### src/rtl/qea_host_ctrl.sv
`default_nettype none
// +----------------------------------------------------------------------------+
// | qea_host_ctrl : loads gate context and state RAMs, runs the QEA, streams  |
// |                 the resulting state vector back to the host.              |
// | Revision 1.0                                                              |
// +----------------------------------------------------------------------------+
module qea_host_ctrl #(
    parameter int PE_NUM_WIDTH            = 2,
    parameter int PE_NUM                  = 4,
    parameter int STATE_DATA_WIDTH        = 64,
    parameter int STATE_ADDR_WIDTH        = 16,
    parameter int GATE_CONTEXT_DATA_WIDTH = 64,
    parameter int GATE_CONTEXT_ADDR_WIDTH = 16,
    parameter int MAX_QBIT_WIDTH          = 6,
    parameter int CYC_WIDTH               = 32
) (
    input  logic                                 clk,
    input  logic                                 rst_n,
    input  logic                                 i_cmd_valid,
    output logic                                 o_cmd_ready,
    input  logic [GATE_CONTEXT_ADDR_WIDTH-1:0]   i_cmd_ins_num,
    input  logic [MAX_QBIT_WIDTH-1:0]            i_cmd_qbit_num,
    input  logic                                 i_s_valid,
    output logic                                 o_s_ready,
    input  logic [PE_NUM*STATE_DATA_WIDTH-1:0]   i_s_data,
    output logic                                 o_m_valid,
    input  logic                                 i_m_ready,
    output logic [PE_NUM*STATE_DATA_WIDTH-1:0]   o_m_data,
    output logic                                 o_qea_start,
    output logic                                 o_ctx_en,
    output logic                                 o_ctx_wea,
    output logic [GATE_CONTEXT_ADDR_WIDTH-1:0]   o_ctx_addr,
    output logic [GATE_CONTEXT_DATA_WIDTH-1:0]   o_ctx_data,
    output logic                                 o_state_ena,
    output logic                                 o_state_wea,
    output logic [STATE_ADDR_WIDTH-1:0]          o_state_addra,
    output logic [PE_NUM*STATE_DATA_WIDTH-1:0]   o_state_dina,
    output logic [MAX_QBIT_WIDTH-1:0]            o_qbit_num,
    input  logic                                 i_qea_complete,
    input  logic [PE_NUM*STATE_DATA_WIDTH-1:0]   i_state_dout,
    output logic                                 o_busy,
    output logic                                 o_done,
    output logic [CYC_WIDTH-1:0]                 o_run_cycles
);

    localparam logic [2:0] c_idle       = 3'd0;
    localparam logic [2:0] c_load_ctx   = 3'd1;
    localparam logic [2:0] c_load_state = 3'd2;
    localparam logic [2:0] c_start      = 3'd3;
    localparam logic [2:0] c_run        = 3'd4;
    localparam logic [2:0] c_read       = 3'd5;

    localparam logic [MAX_QBIT_WIDTH-1:0] c_pe_shift = MAX_QBIT_WIDTH'(PE_NUM_WIDTH);
    localparam logic [MAX_QBIT_WIDTH-1:0] c_addr_w   = MAX_QBIT_WIDTH'(STATE_ADDR_WIDTH);

    logic [2:0]                           r_state;
    logic [2:0]                           w_state_next;
    logic [GATE_CONTEXT_ADDR_WIDTH-1:0]   r_ins_num;
    logic [MAX_QBIT_WIDTH-1:0]            r_qbit_num;
    logic [STATE_ADDR_WIDTH-1:0]          r_state_last;
    logic [GATE_CONTEXT_ADDR_WIDTH-1:0]   r_ctx_cnt;
    logic [STATE_ADDR_WIDTH-1:0]          r_state_cnt;
    logic [STATE_ADDR_WIDTH-1:0]          r_rd_cnt;
    logic [STATE_ADDR_WIDTH-1:0]          r_beat_cnt;
    logic                                 r_rd_pend;
    logic                                 r_rd_done;
    logic                                 r_ctx_wr;
    logic [GATE_CONTEXT_ADDR_WIDTH-1:0]   r_ctx_addr;
    logic [GATE_CONTEXT_DATA_WIDTH-1:0]   r_ctx_data;
    logic                                 r_state_wr;
    logic [STATE_ADDR_WIDTH-1:0]          r_state_addr;
    logic [PE_NUM*STATE_DATA_WIDTH-1:0]   r_state_data;
    logic                                 r_m_valid;
    logic [PE_NUM*STATE_DATA_WIDTH-1:0]   r_m_data;
    logic                                 r_done;
    logic [CYC_WIDTH-1:0]                 r_run_cycles;

    logic                                 w_s_fire;
    logic                                 w_m_fire;
    logic                                 w_rd_issue;
    logic [MAX_QBIT_WIDTH-1:0]            w_shift;
    logic [STATE_ADDR_WIDTH-1:0]          w_cmd_last;
    logic [GATE_CONTEXT_ADDR_WIDTH-1:0]   w_ctx_last;

    // Depth-1 of the state RAM, saturated to the full address range.
    assign w_shift    = (i_cmd_qbit_num > c_pe_shift) ? (i_cmd_qbit_num - c_pe_shift) : '0;
    assign w_cmd_last = (w_shift >= c_addr_w) ? '1 : ~({STATE_ADDR_WIDTH{1'b1}} << w_shift);
    assign w_ctx_last = r_ins_num - GATE_CONTEXT_ADDR_WIDTH'(1);

    assign o_cmd_ready = (r_state == c_idle);
    assign o_s_ready   = (r_state == c_load_ctx) || (r_state == c_load_state);
    assign w_s_fire    = i_s_valid && o_s_ready;
    assign w_m_fire    = r_m_valid && i_m_ready;
    // Single outstanding read; only when the output register will be free on landing.
    assign w_rd_issue  = (r_state == c_read) && !r_rd_pend && !r_rd_done && (!r_m_valid || i_m_ready);

    assign o_qea_start   = (r_state == c_start);
    assign o_busy        = (r_state != c_idle);
    assign o_ctx_en      = r_ctx_wr;
    assign o_ctx_wea     = r_ctx_wr;
    assign o_ctx_addr    = r_ctx_addr;
    assign o_ctx_data    = r_ctx_data;
    assign o_state_ena   = r_state_wr || w_rd_issue;
    assign o_state_wea   = r_state_wr;
    assign o_state_addra = w_rd_issue ? r_rd_cnt : r_state_addr;
    assign o_state_dina  = r_state_data;
    assign o_m_valid     = r_m_valid;
    assign o_m_data      = r_m_data;
    assign o_qbit_num    = r_qbit_num;
    assign o_done        = r_done;
    assign o_run_cycles  = r_run_cycles;

    always_comb begin
        w_state_next = r_state;
        case (r_state)
            c_idle:       if (i_cmd_valid) w_state_next = (i_cmd_ins_num != '0) ? c_load_ctx : c_load_state;
            c_load_ctx:   if (w_s_fire && (r_ctx_cnt == w_ctx_last)) w_state_next = c_load_state;
            c_load_state: if (w_s_fire && (r_state_cnt == r_state_last)) w_state_next = c_start;
            c_start:      w_state_next = c_run;
            c_run:        if ((r_run_cycles != '0) && i_qea_complete) w_state_next = c_read;
            c_read:       if (w_m_fire && (r_beat_cnt == r_state_last)) w_state_next = c_idle;
            default:      w_state_next = c_idle;
        endcase
    end

    always_ff @(posedge clk or negedge rst_n) begin
        if (!rst_n) begin
            r_state      <= c_idle;
            r_ins_num    <= '0;
            r_qbit_num   <= '0;
            r_state_last <= '0;
            r_ctx_cnt    <= '0;
            r_state_cnt  <= '0;
            r_rd_cnt     <= '0;
            r_beat_cnt   <= '0;
            r_rd_pend    <= 1'b0;
            r_rd_done    <= 1'b0;
            r_ctx_wr     <= 1'b0;
            r_ctx_addr   <= '0;
            r_ctx_data   <= '0;
            r_state_wr   <= 1'b0;
            r_state_addr <= '0;
            r_state_data <= '0;
            r_m_valid    <= 1'b0;
            r_m_data     <= '0;
            r_done       <= 1'b0;
            r_run_cycles <= '0;
        end else begin
            r_state    <= w_state_next;
            r_ctx_wr   <= 1'b0;
            r_state_wr <= 1'b0;
            r_done     <= 1'b0;
            r_rd_pend  <= w_rd_issue;

            if ((r_state == c_idle) && i_cmd_valid) begin
                r_ins_num    <= i_cmd_ins_num;
                r_qbit_num   <= i_cmd_qbit_num;
                r_state_last <= w_cmd_last;
                r_ctx_cnt    <= '0;
                r_state_cnt  <= '0;
                r_rd_cnt     <= '0;
                r_beat_cnt   <= '0;
                r_rd_done    <= 1'b0;
            end

            if ((r_state == c_load_ctx) && w_s_fire) begin
                r_ctx_wr   <= 1'b1;
                r_ctx_addr <= r_ctx_cnt;
                r_ctx_data <= i_s_data[GATE_CONTEXT_DATA_WIDTH-1:0];
                r_ctx_cnt  <= (r_ctx_cnt == w_ctx_last) ? '0 : r_ctx_cnt + 1'b1;
            end

            if ((r_state == c_load_state) && w_s_fire) begin
                r_state_wr   <= 1'b1;
                r_state_addr <= r_state_cnt;
                r_state_data <= i_s_data;
                r_state_cnt  <= (r_state_cnt == r_state_last) ? '0 : r_state_cnt + 1'b1;
            end

            if (r_state == c_start) r_run_cycles <= '0;
            else if (r_state == c_run) r_run_cycles <= r_run_cycles + 1'b1;

            if (w_rd_issue) begin
                r_rd_cnt <= r_rd_cnt + 1'b1;
                if (r_rd_cnt == r_state_last) r_rd_done <= 1'b1;
            end

            if (r_rd_pend) begin
                r_m_valid <= 1'b1;
                r_m_data  <= i_state_dout;
            end else if (w_m_fire) begin
                r_m_valid <= 1'b0;
            end

            if ((r_state == c_read) && w_m_fire) begin
                r_beat_cnt <= r_beat_cnt + 1'b1;
                if (r_beat_cnt == r_state_last) r_done <= 1'b1;
            end
        end
    end

endmodule
`default_nettype wire

### config.mk
export PLATFORM = sky130hd
export DESIGN_NAME = qea_host_ctrl
export DESIGN_NICKNAME = d
export VERILOG_FILES = /design/src/rtl/qea_host_ctrl.sv
export SDC_FILE = /design/constraint.sdc
export NUM_CORES = 1
export LEC_CHECK = 0
export CORE_AREA = 2 2 467 469
export CTS_BUF_LIST = sky130_fd_sc_hd__clkbuf_2
export DETAILED_ROUTE_END_ITERATION = 7
export DIE_AREA = 0 0 469 471
export HOLD_SLACK_MARGIN = 0.1
export PLACE_DENSITY = 0.44
export SLEW_MARGIN = 40
export SYNTH_ARGS = -nofsm -noshare
export SYNTH_HDL_FRONTEND = slang
export SYNTH_SLANG_ARGS = --single-unit
### constraint.sdc
create_clock -name clk -period 6.5 [get_ports clk]
set_clock_uncertainty 0.15 [all_clocks]
set_input_delay 1.625 -clock clk [delete_from_list [all_inputs] [get_ports clk]]
set_output_delay 1.625 -clock clk [all_outputs]
set_load 0.05 [all_outputs]
---- After elaboration in Yosys (flattened, before gate mapping) ----
Cells that the tools add are included.
Widths: inputs -> output; s select.
storage, ports and cells
  bits of input ports ..................... 540
  logic and storage cells ................. 103
  register bits ........................... 751
  output and inout port bits .............. 656
operators by class
  magnitude comparators ................... 2
  shift-type cells ........................ 1
  bitwise operators ....................... 1
  add/subtract/negate cells ............... 7
  muxes and demuxes ....................... 28
  equal/unequal tests ..................... 14
  reduce and logical (&&, ||, !) cells .... 30
operators with widths
  cell                   count
  $mux 16                9
  $add 16x1->16 const B  4
  $eq 16x16->1           4
  $mux 32                2
  $add 32x1->32 const B  1
  $reduce_bool 32->1     1
  $pmux 3 s6             1
  $not 16->16            1
  $reduce_bool 16->1     1
  $shl 16x6->16 const A  1
  $sub 16x1->16 const B  1
  $mux 3                 5
  $logic_and 1x1->1      13
  $reduce_bool 2->1      6
  $mux 1                 9
  $eq 3x2->1 const B     2
  $eq 3x3->1 const B     2
  $ge 6x5->1 const B     1
  $gt 6x2->1 const B     1
  $mux 6                 1
  $ne 2x2->1 const B     3
  $sub 6x2->6 const B    1
  $reduce_and 5->1       1
  $ne 2x1->1 const B     2
  other kinds (6)        10

---- Logic depth before layout (Yosys ltp) ----
Gate-level depths: netlist of run 1.
  word-level depth ........................ 6
  mapped depth ............................ 11
  gate-level depth less buffers ........... 10

---- Worst setup path before layout of run 1 ----
No wires, ideal clock.
  kind .................................... input to output
  from .................................... input port i_m_ready
  to ...................................... output port o_state_addra[14]
  path slack .............................. 1.206 ns
  buffers on the path ..................... 1
  data arrival time ....................... 3.519 ns
  stages on the path ...................... 5
  required time ........................... 4.725 ns
  cells stage by stage .................... inv_1 > a21o_1 > or3_1 > clkbuf_1 > o21ai_0
between the ends
  cells in the longest elaborated chain, start to end .. 3
ends and longest elaborated chain
  item               line  source
  start, declared    27    input logic i_m_ready,
  $logic_or 1x1->1   95    assign w_rd_issue = (r_state == c_read) && !r_rd_pend && !r_rd_done && (!r_m_valid || i_m_ready);
  $logic_and 1x1->1  95
  $mux 16            105   assign o_state_addra = w_rd_issue ? r_rd_cnt : r_state_addr;
  end, declared      36    output logic [STATE_ADDR_WIDTH-1:0] o_state_addra,
No other way between the ends.

---- Worst setup path after layout of run 1 ----
  from .................................... input port i_m_ready
  to ...................................... output port o_state_addra[4]
Same word-level chain as after synthesis.

==> impl_metrics.ini, run 1 <==
[clock_tree]
insertion_delay_of_the_later_clocked_pin_in_the_worst_skew_pair_ns = 1.65
ctsLongestPathBuffers = 3
cts.sink_count = 751
cts_htree_levels = 4
clk_pin_slew_worst_paths_ns = 0.08
post-cts-setup-buffers = 0
clockRootBuffer = sky130_fd_sc_hd__clkbuf_2
cts_made_buffers = 225
cts_tree = done

[setup_path]
cp.required_ns = 4.72
crit_path_start_kind = input pin
cp-end-kind = output pin
crit_end = o_state_addra[4]
worstSetupStartpoint = i_m_ready
r2r.worst_path.cells = 8
cp_slowest_cell = sky130_fd_sc_hd__clkdlybuf4s50_1
worst-path-buf-inv = 5
timing.rr.end = r_ctx_cnt[8]
critical_path_cell_count = 9
regToRegStartpoint = r_ins_num[4]
criticalPathCategory = input pin to output pin
worstPathMaxFanout = 9
crit_family = buffers and inverters
timing.critical_path.slowest_cell_delay_ns = 0.69
worst_setup_slack_for_register_to_register_paths_ns = 3.13
crit_chain = dlygate4sd3_1 > clkdlybuf4s50_1 > inv_1 > a21o_1 > or3_1 > buf_4 > nand2_1 > nand2_1 > clkdlybuf4s50_1
cp.arrival_ns = 4.51

[layout]
layout-drive-gt1-share_pct = 24.1
layout-area-overhead-vs-synth_pct = 65.2
final_core_util_pct = 23.3
final.fill_count = 23410
fin_nets = 4540
finalInstanceArea_sq_um = 50300

[yosys]
multiplexer_area_fraction_after_synthesis_pct = 20.0
post_synth_main_area_contributors = sky130_fd_sc_hd__dfrtp_1 (62%), sky130_fd_sc_hd__mux2_2 (20%), sky130_fd_sc_hd__nand2_1 (5.3%), sky130_fd_sc_hd__o21ai_0 (1.8%), sky130_fd_sc_hd__clkbuf_1 (1.3%)
yosys_register_bits = 751
syn_inst = 2418
synth_fa_ha_area_share_pct = 0.329
primary_flip_flop_cell_chosen_by_synthesis_mapping = sky130_fd_sc_hd__dfrtp_1
synth_cell_type_count = 56
synth_top_area_share_pct = 61.7
synth-compound-area-share_pct = 3.36
async_flop_share_pct = 100
synthesis.nets = 2966
post_synth_xor_area_fraction_pct = 2.22
synth_enable_flop_cells = 0
yosys.area.top_type = sky130_fd_sc_hd__dfrtp_1
main_combinational_cell_family_by_area_after_synthesis = multiplexers
synth-simple-area-share_pct = 10.5
seq_total_area_yosys_pct = 61.7
syn-cell-area_sq_um = 30400
syn-mean-instance-area_sq_um = 12.6
number_of_warnings_issued_by_yosys = 0

[pwr]
power.clock.fraction_pct = 14.0
p_switching_mw = 14.3
powerDensity_nw_per_um2 = 548
power.sequential.fraction_pct = 28.8
vdd_drop_max_uv = 319
power_report.internal_total_mw = 13.3
power.share.switching_pct = 51.7
p_leak_nw = 21.2
comb_power_share_pct = 57.2
report.power.total_mw = 27.6

[global_route]
wire_length_of_the_first_global_routing_pass_microns = 229000
grt_start_max_net_pins = 126
grt_overflow_total = 0
gr-usage-all-layers_pct = 15.0
grt_antenna_before_repair = 58
grt_pass1_vias = 27554

[sta]
slew_viol_final = 0
timing_worst_slew_pin_value_ns = 1.04
grt_setup_unrepaired = false
layout_worst_path_cycle_share_pct = 96.7
finalHoldViolations = 0
timing.final.setup_violations = 0
slew_headroom_pct = 30.4
period_needed_ns = 6.29
hold-worst-slack_ns = 0.329
final.setup.tns_ns = 0
fmax_ghz = 0.159

[route]
final_antenna_net_count = 0
number_of_remaining_drc_errors = 0
route.vias.total = 26032
firstDrtPassIters = 5
avgViaCountPerCell = 3.69
wl_per_cell_microns = 24.1
first_iter_violations = 1248
routed_wirelength_microns = 170000

[floorplan]
core_area_sq_um = 216000
dieArea_sq_um = 221000
pin_count = 1196
die-height_microns = 471
initial_utilization_pct = 14.1
floorplan.rows = 171
die_width_microns = 469

[outcome]
outcome = finished, final reports clean

[placed_design]
buffer_ports.inserted = 1195
routabilityCongestion = 0.894
dpl.hpwl_microns = 137000
placement.cell_area_sq_um = 45700

[worst_hold_path]
holdCritPathClass = flop to flop
whs_path_depth = 2

[run]
max_capacitance_violation_count = 0
-- worst register-to-register path: cells and delay by family, from the launching register on --
| family | cells | cell delay (ns) |
|---|---|---|
| AOI/OAI and AO/OA | 3 | 1.06 |
| xor gates and xnor gates | 1 | 0.18 |
| DFF | 1 | 0.46 |
| and+or+nand+nor | 4 | 1.32 |
-- power groups by stage --
stage,Clock [mW],Sequential (mW),Combinational [mW]
floorplan,0,14.0,3.19
global placement,0,7.98,16.0
detailed placement,0,8.03,15.9
CTS,4.14,7.96,16.1
global route,4.38,8.20,16.4
finish,3.86,7.93,15.8
-- what timing repair did --
item                                   in CTS  in global routing
hold buffers                              246                  0
resized for setup                           0                  0
endpoints found under the hold margin     404                  0
-- worst min path at each step --
stage,from,end
after floorplan,r_ins_num[15],r_ins_num[15]
after global placement,o_ctx_data[32],o_ctx_data[32]
after detailed placement,o_ctx_data[32],o_ctx_data[32]
after CTS,i_s_data[247],o_state_dina[247]
after global routing,i_s_data[134],o_state_dina[134]
final,o_ctx_addr[4],o_ctx_addr[4]
-- layout by cell type (no fill, tap or decap), types with 4 or more instances in the layout --
master,count
sky130_fd_sc_hd__a21oi_1,14
sky130_fd_sc_hd__a31oi_1,13
sky130_fd_sc_hd__and3_1,33
sky130_fd_sc_hd__buf_12,9
sky130_fd_sc_hd__buf_16,4
sky130_fd_sc_hd__buf_2,65
sky130_fd_sc_hd__buf_4,21
sky130_fd_sc_hd__clkbuf_2,326
sky130_fd_sc_hd__clkdlybuf4s50_1,1125
sky130_fd_sc_hd__clkinv_1,55
sky130_fd_sc_hd__clkinv_2,12
sky130_fd_sc_hd__dfrtp_1,750
sky130_fd_sc_hd__diode_2,32
sky130_fd_sc_hd__dlygate4sd3_1,245
sky130_fd_sc_hd__ha_1,8
sky130_fd_sc_hd__inv_1,19
sky130_fd_sc_hd__inv_6,5
sky130_fd_sc_hd__mux2_2,528
sky130_fd_sc_hd__mux2i_1,14
sky130_fd_sc_hd__nand2_1,427
sky130_fd_sc_hd__nand2b_1,14
sky130_fd_sc_hd__nand3_1,73
sky130_fd_sc_hd__nand4_1,36
sky130_fd_sc_hd__nor2_1,65
sky130_fd_sc_hd__nor2b_1,5
sky130_fd_sc_hd__nor3_1,14
sky130_fd_sc_hd__nor4_1,22
sky130_fd_sc_hd__o211ai_1,6
sky130_fd_sc_hd__o21ai_0,108
sky130_fd_sc_hd__o311ai_0,4
sky130_fd_sc_hd__o31ai_1,8
sky130_fd_sc_hd__or2_2,4
sky130_fd_sc_hd__or3_1,6
sky130_fd_sc_hd__xnor2_1,46
sky130_fd_sc_hd__xor2_1,31
-- cell usage after synthesis (2+ instances only) --
master	count
sky130_fd_sc_hd__dfrtp_1	751
sky130_fd_sc_hd__mux2_2	528
sky130_fd_sc_hd__nand2_1	427
sky130_fd_sc_hd__clkbuf_1	108
sky130_fd_sc_hd__o21ai_0	108
sky130_fd_sc_hd__nand3_1	74
sky130_fd_sc_hd__nor2_1	67
sky130_fd_sc_hd__xnor2_1	46
sky130_fd_sc_hd__nand4_1	36
sky130_fd_sc_hd__and3_1	34
sky130_fd_sc_hd__xor2_1	31
sky130_fd_sc_hd__nor4_1	23
sky130_fd_sc_hd__inv_1	19
sky130_fd_sc_hd__nor3_1	16
sky130_fd_sc_hd__a21oi_1	14
sky130_fd_sc_hd__mux2i_1	14
sky130_fd_sc_hd__nand2b_1	14
sky130_fd_sc_hd__a31oi_1	13
sky130_fd_sc_hd__buf_1	13
sky130_fd_sc_hd__ha_1	8
sky130_fd_sc_hd__o31ai_1	8
sky130_fd_sc_hd__o211ai_1	6
sky130_fd_sc_hd__or3_1	6
sky130_fd_sc_hd__nor2b_1	5
sky130_fd_sc_hd__o311ai_0	4
sky130_fd_sc_hd__or2_2	4
sky130_fd_sc_hd__a21o_1	3
sky130_fd_sc_hd__a22o_1	2
sky130_fd_sc_hd__and2_1	2
sky130_fd_sc_hd__buf_2	2
sky130_fd_sc_hd__nand3b_1	2
sky130_fd_sc_hd__nor3b_1	2
sky130_fd_sc_hd__nor4_4	2
sky130_fd_sc_hd__o22a_1	2
sky130_fd_sc_hd__o311ai_1	2
sky130_fd_sc_hd__o32a_1	2
-- cell type report --
type / instances / area (sq um) / share of cell area [%]
diodes: 32 / 80.1 / 0.159
clock buffers: 326 / 1630 / 3.24
clock inverters: 82 / 463 / 0.921
inverters: 20 / 77.6 / 0.154
multi-input cells: 1521 / 11100 / 22.1
flip-flops and latches: 751 / 18800 / 37.4
well taps: 2854 / 3570 / 7.10
repair buffers: 1473 / 14500 / 28.9
-- sequential cells by signal (all words and copies together), names as in the netlist, 3 cells and up --
name / flops
o_ctx_addr: 16
o_ctx_data: 64
o_m_data: 256
o_qbit_num: 6
o_run_cycles: 32
o_state_dina: 256
r_beat_cnt: 16
r_ctx_cnt: 16
r_ins_num: 16
r_rd_cnt: 16
r_state: 3
r_state_addr: 16
r_state_cnt: 16
r_state_last: 16
-- kinds of logic (layout without fill, tap and decap cells) --
family	Yosys count	after routing
AOI/OAI and AO/OA	175	175
other	0	32
adders and majority gates	8	8
and+or+nand+nor	719	719
muxes	542	542
xor gates and xnor gates	77	77
buffers and inverters	146	1901
DFF	751	751
-- per-layer routing --
metal  track usage [%]  vias up  wire length, microns
li1                  -    11733                     -
met1              16.0    12806                 62300
met2              25.0     1157                 81300
met3              5.76      312                 14900
met4              8.99       24                 11400
met5                 0        -                   142
-- metrics by stage --
step	cells	setup WS, ns
4_1_cts	7027	0.199
2_1_floorplan	2418	1.21
3_5_place_dp	6373	0.743
6_report	7059	0.213
5_1_grt	7050	0.0742
3_3_place_gp	6367	0.745
Note: power is estimated with default switching activity, not from simulation.
==> run 2: changes to the inputs <==
--- a/config.mk
+++ b/config.mk
@@ -11,6 +11,7 @@
 export DIE_AREA = 0 0 469 471
 export HOLD_SLACK_MARGIN = 0.1
 export PLACE_DENSITY = 0.44
+export SETUP_SLACK_MARGIN = 0.4
 export SLEW_MARGIN = 40
 export SYNTH_ARGS = -nofsm -noshare
 export SYNTH_HDL_FRONTEND = slang
==> impl_metrics.ini, run 2 (synthesis results as in run 1) <==
[clock_tree]
cts_made_buffers = 225
clk_pin_slew_worst_paths_ns = 0.08
cts_tree = done
cts.sink_count = 751
clockRootBuffer = sky130_fd_sc_hd__clkbuf_2
cts_htree_levels = 4
post-cts-setup-buffers = 0
insertion_delay_of_the_later_clocked_pin_in_the_worst_skew_pair_ns = 1.64
ctsLongestPathBuffers = 3

[sta]
slew_viol_final = 0
slew_headroom_pct = 30.6
timing.final.setup_violations = 0
timing_worst_slew_pin_value_ns = 1.04
layout_worst_path_cycle_share_pct = 91.7
period_needed_ns = 5.96
grt_setup_unrepaired = false
final.setup.tns_ns = 0
fmax_ghz = 0.168
final.setup.worst_slack_ns = 0.541
finalHoldViolations = 0

[placed_design]
worst_setup_slack_after_placement_ns = 0.743
buffer_ports.inserted = 1195
dpl.hpwl_microns = 137000
routabilityCongestion = 0.894

[setup_path]
criticalPathCategory = input pin to output pin
cp.required_ns = 4.72
path_common_cell = sky130_fd_sc_hd__nand2_1
crit_chain = dlygate4sd3_1 > clkdlybuf4s50_1 > inv_1 > a21o_1 > nor3_2 > buf_4 > nand2_1 > nand2_1 > dlygate4sd2_1
cp_slowest_cell = sky130_fd_sc_hd__dlygate4sd2_1
cp.arrival_ns = 4.18
crit_family = buffers and inverters
worst-path-buf-inv = 5
crit_path_start_kind = input pin
cp-end-kind = output pin
timing.critical_path.slowest_cell_delay_ns = 0.55
worstPathMaxFanout = 25

[global_route]
grt_antenna_before_repair = 58
grt_start_max_net_pins = 126
grt_overflow_total = 0
wire_length_of_the_first_global_routing_pass_microns = 229000
grt_pass1_vias = 27585
gr-usage-all-layers_pct = 15.0

[floorplan]
die-height_microns = 471
core_area_sq_um = 216000
floorplan.rows = 171
die_width_microns = 469
pin_count = 1196
initial_utilization_pct = 14.1
dieArea_sq_um = 221000

[pwr]
vdd_drop_max_uv = 319
powerDensity_nw_per_um2 = 548
p_leak_nw = 21.3

[route]
avgViaCountPerCell = 3.69
routed_wirelength_microns = 170000
final_antenna_net_count = 0
number_of_remaining_drc_errors = 0
wl_per_cell_microns = 24.1
firstDrtPassIters = 5
first_iter_violations = 1221
route.vias.total = 26037

[layout]
most_common_cell_after_layout_fill_and_taps_aside = sky130_fd_sc_hd__clkdlybuf4s50_1
layout_common_cells = sky130_fd_sc_hd__clkdlybuf4s50_1 (1112), sky130_fd_sc_hd__dfrtp_1 (750), sky130_fd_sc_hd__mux2_2 (528)
layout-drive-gt1-share_pct = 24.1
fin_nets = 4540
layout-area-overhead-vs-synth_pct = 65.1

[outcome]
outcome = finished, final reports clean

[run]
max_capacitance_violation_count = 0

[worst_hold_path]
holdCritPathClass = flop to flop
-- run 2: changes by cell type in the layout (fill, tap and decap cells not counted), sizes merged --
cell	change
dlygate4sd2	+13
diode	-3
clkdlybuf4s50	-13
-- run 2: worst paths after layout --
path / startpoint / to / slack, ns / depth (start not counted)
hold reg to reg: o_ctx_addr[4] / o_ctx_addr[4] / 0.33 / 2
hold / removal: o_ctx_addr[4] / o_ctx_addr[4] / 0.33 / 2
min in group asynchronous: rst_n / o_m_data[253] / 0.94 / 3
max in group asynchronous: rst_n / o_state_dina[214] / 3.88 / 6
setup / recovery: i_m_ready / o_state_addra[0] / 0.54 / 9
setup reg to reg: r_ins_num[4] / r_ctx_cnt[8] / 3.13 / 8
-- run 2: per-layer routing --
layer | vias to the layer above | GRT usage, % | part of all wire (%)
met5 | - | 0 | 0.083
met4 | 24 | 8.99 | 6.6
met3 | 312 | 5.76 | 8.7
met2 | 1161 | 25.0 | 48
met1 | 12815 | 16.0 | 37
li1 | 11725 | - | -
-- run 2: through the flow --
| step | cell area, sq um | power [mW] | util (%) | hold slack [ns] | instances |
|---|---|---|---|---|---|
| 2_1_floorplan | 30400 | 17.2 | - | 0.315 | 2418 |
| 3_3_place_gp | 45800 | 24.0 | 21.2 | 0.306 | 6367 |
| 3_5_place_dp | 45700 | 23.9 | 21.1 | 0.312 | 6373 |
| 4_1_cts | 50200 | 28.2 | 23.2 | 0.101 | 7027 |
| 5_1_grt | 50300 | 29.0 | 23.3 | 0.104 | 7050 |
| 6_report | 50300 | 27.6 | 23.3 | 0.331 | 7056 |
-- run 2: final cells by class --
class                   count  area (sq um)
fillers                 23410        166000
flip-flops and latches    751         18800
repair buffers           1473         14500
multi-input cells        1521         11100
well taps                2854          3570
clock buffers             326          1630
clock inverters            82           463
inverters                  20          77.6
diodes                     29          72.6
-- run 2: worst register-to-register path, delay by kind of cell, from the launching register on --
family,cells,cell delay [ns]
simple gates,4,1.32
compound gates,3,1.05
flops,1,0.46
xor+xnor,1,0.18
-- run 2: repair_timing --
item / CTS / global route
endpoints found under the hold margin: 404 / 0
gates resized for setup: 13 / 1
endpoints found under the setup margin: 13 / 10
hold buffers: 246 / 0
-- run 2: report_power, final --
group	switching, mW	internal [mW]	leakage, nW
combinational	10.6	5.19	10.3
clock	2.35	1.51	1.58
sequential	1.34	6.60	9.33
==> run 3: changes to the inputs <==
--- a/config.mk
+++ b/config.mk
@@ -5,12 +5,14 @@
 export SDC_FILE = /design/constraint.sdc
 export NUM_CORES = 1
 export LEC_CHECK = 0
-export CORE_AREA = 2 2 467 469
+export CELL_PAD_IN_SITES_DETAIL_PLACEMENT = 1
+export CELL_PAD_IN_SITES_GLOBAL_PLACEMENT = 1
+export CORE_AREA = 2 2 464 466
 export CTS_BUF_LIST = sky130_fd_sc_hd__clkbuf_2
 export DETAILED_ROUTE_END_ITERATION = 7
-export DIE_AREA = 0 0 469 471
+export DIE_AREA = 0 0 466 468
 export HOLD_SLACK_MARGIN = 0.1
-export PLACE_DENSITY = 0.44
+export PLACE_DENSITY = 0.51
 export SETUP_SLACK_MARGIN = 0.4
 export SLEW_MARGIN = 40
 export SYNTH_ARGS = -nofsm -noshare
==> impl_metrics.ini, run 3 (synthesis results as in run 1) <==
[floorplan]
floorplan.rows = 170
core_area_sq_um = 213000
die_width_microns = 466
initial_utilization_pct = 14.3
pin_count = 1196
dieArea_sq_um = 218000
die-height_microns = 468

[setup_path]
criticalPathCategory = flop to output pin
cp.arrival_ns = 3.77
crit_path_start_kind = flop
cp-end-kind = output pin
worstPathMaxFanout = 12
cp.required_ns = 4.72

[clock_tree]
cts.sink_count = 751
cts_tree = done
post-cts-setup-buffers = 0
clk_pin_slew_worst_paths_ns = 0.08
insertion_delay_of_the_later_clocked_pin_in_the_worst_skew_pair_ns = 1.71
clockRootBuffer = sky130_fd_sc_hd__clkbuf_2
ctsLongestPathBuffers = 3
cts_made_buffers = 226
cts_htree_levels = 4

[layout]
stdcell_count = 7135
layout_common_cells = sky130_fd_sc_hd__clkdlybuf4s50_1 (1158), sky130_fd_sc_hd__dfrtp_1 (750), sky130_fd_sc_hd__mux2_2 (528)
final-seq-area_sq_um = 18800
layout-drive-gt1-share_pct = 22.4
most_common_cell_after_layout_fill_and_taps_aside = sky130_fd_sc_hd__clkdlybuf4s50_1
final.fill_count = 24069
layout-area-overhead-vs-synth_pct = 69.0
fin_nets = 4647
multi_input_area_sq_um = 11100

[pwr]
powerDensity_nw_per_um2 = 537
vdd_drop_max_uv = 439
p_leak_nw = 21.5

[sta]
grt_setup_unrepaired = false
fmax_ghz = 0.180
slew_headroom_pct = 28.2
period_needed_ns = 5.54
timing_worst_slew_pin_value_ns = 1.08
timing.final.setup_violations = 0
finalHoldViolations = 0
final.setup.tns_ns = 0
layout_worst_path_cycle_share_pct = 85.3
slew_viol_final = 0

[worst_hold_path]
holdCritPathClass = flop to flop

[placed_design]
post-place-cells = 6354
buffer_ports.inserted = 1195
dpl.hpwl_microns = 143000
routabilityCongestion = 0.836

[route]
wl_per_cell_microns = 25.1
avgViaCountPerCell = 3.77
final_antenna_net_count = 0
number_of_remaining_drc_errors = 0
route.vias.total = 26925
firstDrtPassIters = 5
first_iter_violations = 1045
routed_wirelength_microns = 179000

[global_route]
grt_overflow_total = 0
grt_pass1_vias = 29148
grt_antenna_before_repair = 87
gr-usage-all-layers_pct = 15.9
grt_start_max_net_pins = 130
wire_length_of_the_first_global_routing_pass_microns = 242000

[run]
max_capacitance_violation_count = 0

[outcome]
outcome = finished, final reports clean
==> run 3: report_power, final <==
| group | leakage [nW] | total, mW | internal [mW] | switching, mW |
|---|---|---|---|---|
| Sequential | 9.33 | 8.06 | 6.60 | 1.46 |
| Clock | 1.50 | 3.74 | 1.37 | 2.37 |
| Combinational | 10.7 | 15.8 | 5.37 | 10.5 |
==> run 3: path summary, 6_finish.rpt <==
check / to / startpoint / slack, ns / depth (start not counted)
max reg2reg: r_ctx_cnt[8] / r_ins_num[3] / 3.04 / 8
max: o_cmd_ready / r_state[0] / 0.96 / 3
max in group asynchronous: o_m_data[22] / rst_n / 4.05 / 4
min in group asynchronous: o_state_dina[43] / rst_n / 0.97 / 3
min reg2reg: o_ctx_addr[9] / o_ctx_addr[9] / 0.33 / 2
min: o_ctx_addr[9] / o_ctx_addr[9] / 0.33 / 2
==> run 3: metal layers <==
metal	vias to the layer above	wire, microns	track usage [%]
met4	38	6110	5.57
met1	13482	65000	16.9
met2	1126	92100	28.5
li1	11924	-	-
met3	355	15400	6.23
met5	-	377	0.461
==> run 3: layout make-up <==
type / count / area share [%]
multi-input combinational: 1521 / 21.6
antenna: 28 / 0.136
sequential: 751 / 36.5
tap: 2838 / 6.90
timing repair buffer: 1579 / 30.8
inverter: 20 / 0.151
clock buffer: 323 / 3.14
clock inverter: 75 / 0.693
==> run 3: metrics by stage <==
| step | hold WS (ns) | util, % | setup WS [ns] | cell area [sq um] | total power [mW] |
|---|---|---|---|---|---|
| 6_report | 0.326 | 24.1 | 0.956 | 51500 | 27.6 |
| 5_1_grt | 0.146 | 24.1 | 0.410 | 51400 | 29.1 |
| 4_1_cts | 0.102 | 24.1 | 0.307 | 51400 | 28.2 |
| 3_5_place_dp | 0.310 | 21.5 | 0.566 | 45800 | 23.9 |
| 3_3_place_gp | 0.308 | 21.5 | 0.585 | 45900 | 23.9 |
| 2_1_floorplan | 0.315 | - | 1.21 | 30400 | 17.2 |
==> run 3: critical path, cell delays in order (launching register included) <==
cell and delay [ns]:
sky130_fd_sc_hd__dfrtp_1 0.56, sky130_fd_sc_hd__or3_1 0.46, sky130_fd_sc_hd__inv_1 0.14, sky130_fd_sc_hd__clkdlybuf4s50_1 0.90
==> run 3: what timing repair did <==
item	CTS	global route
gates resized for setup	53	2
setup endpoints to repair	18	1
hold buffers	354	0
hold endpoints to repair	800	0
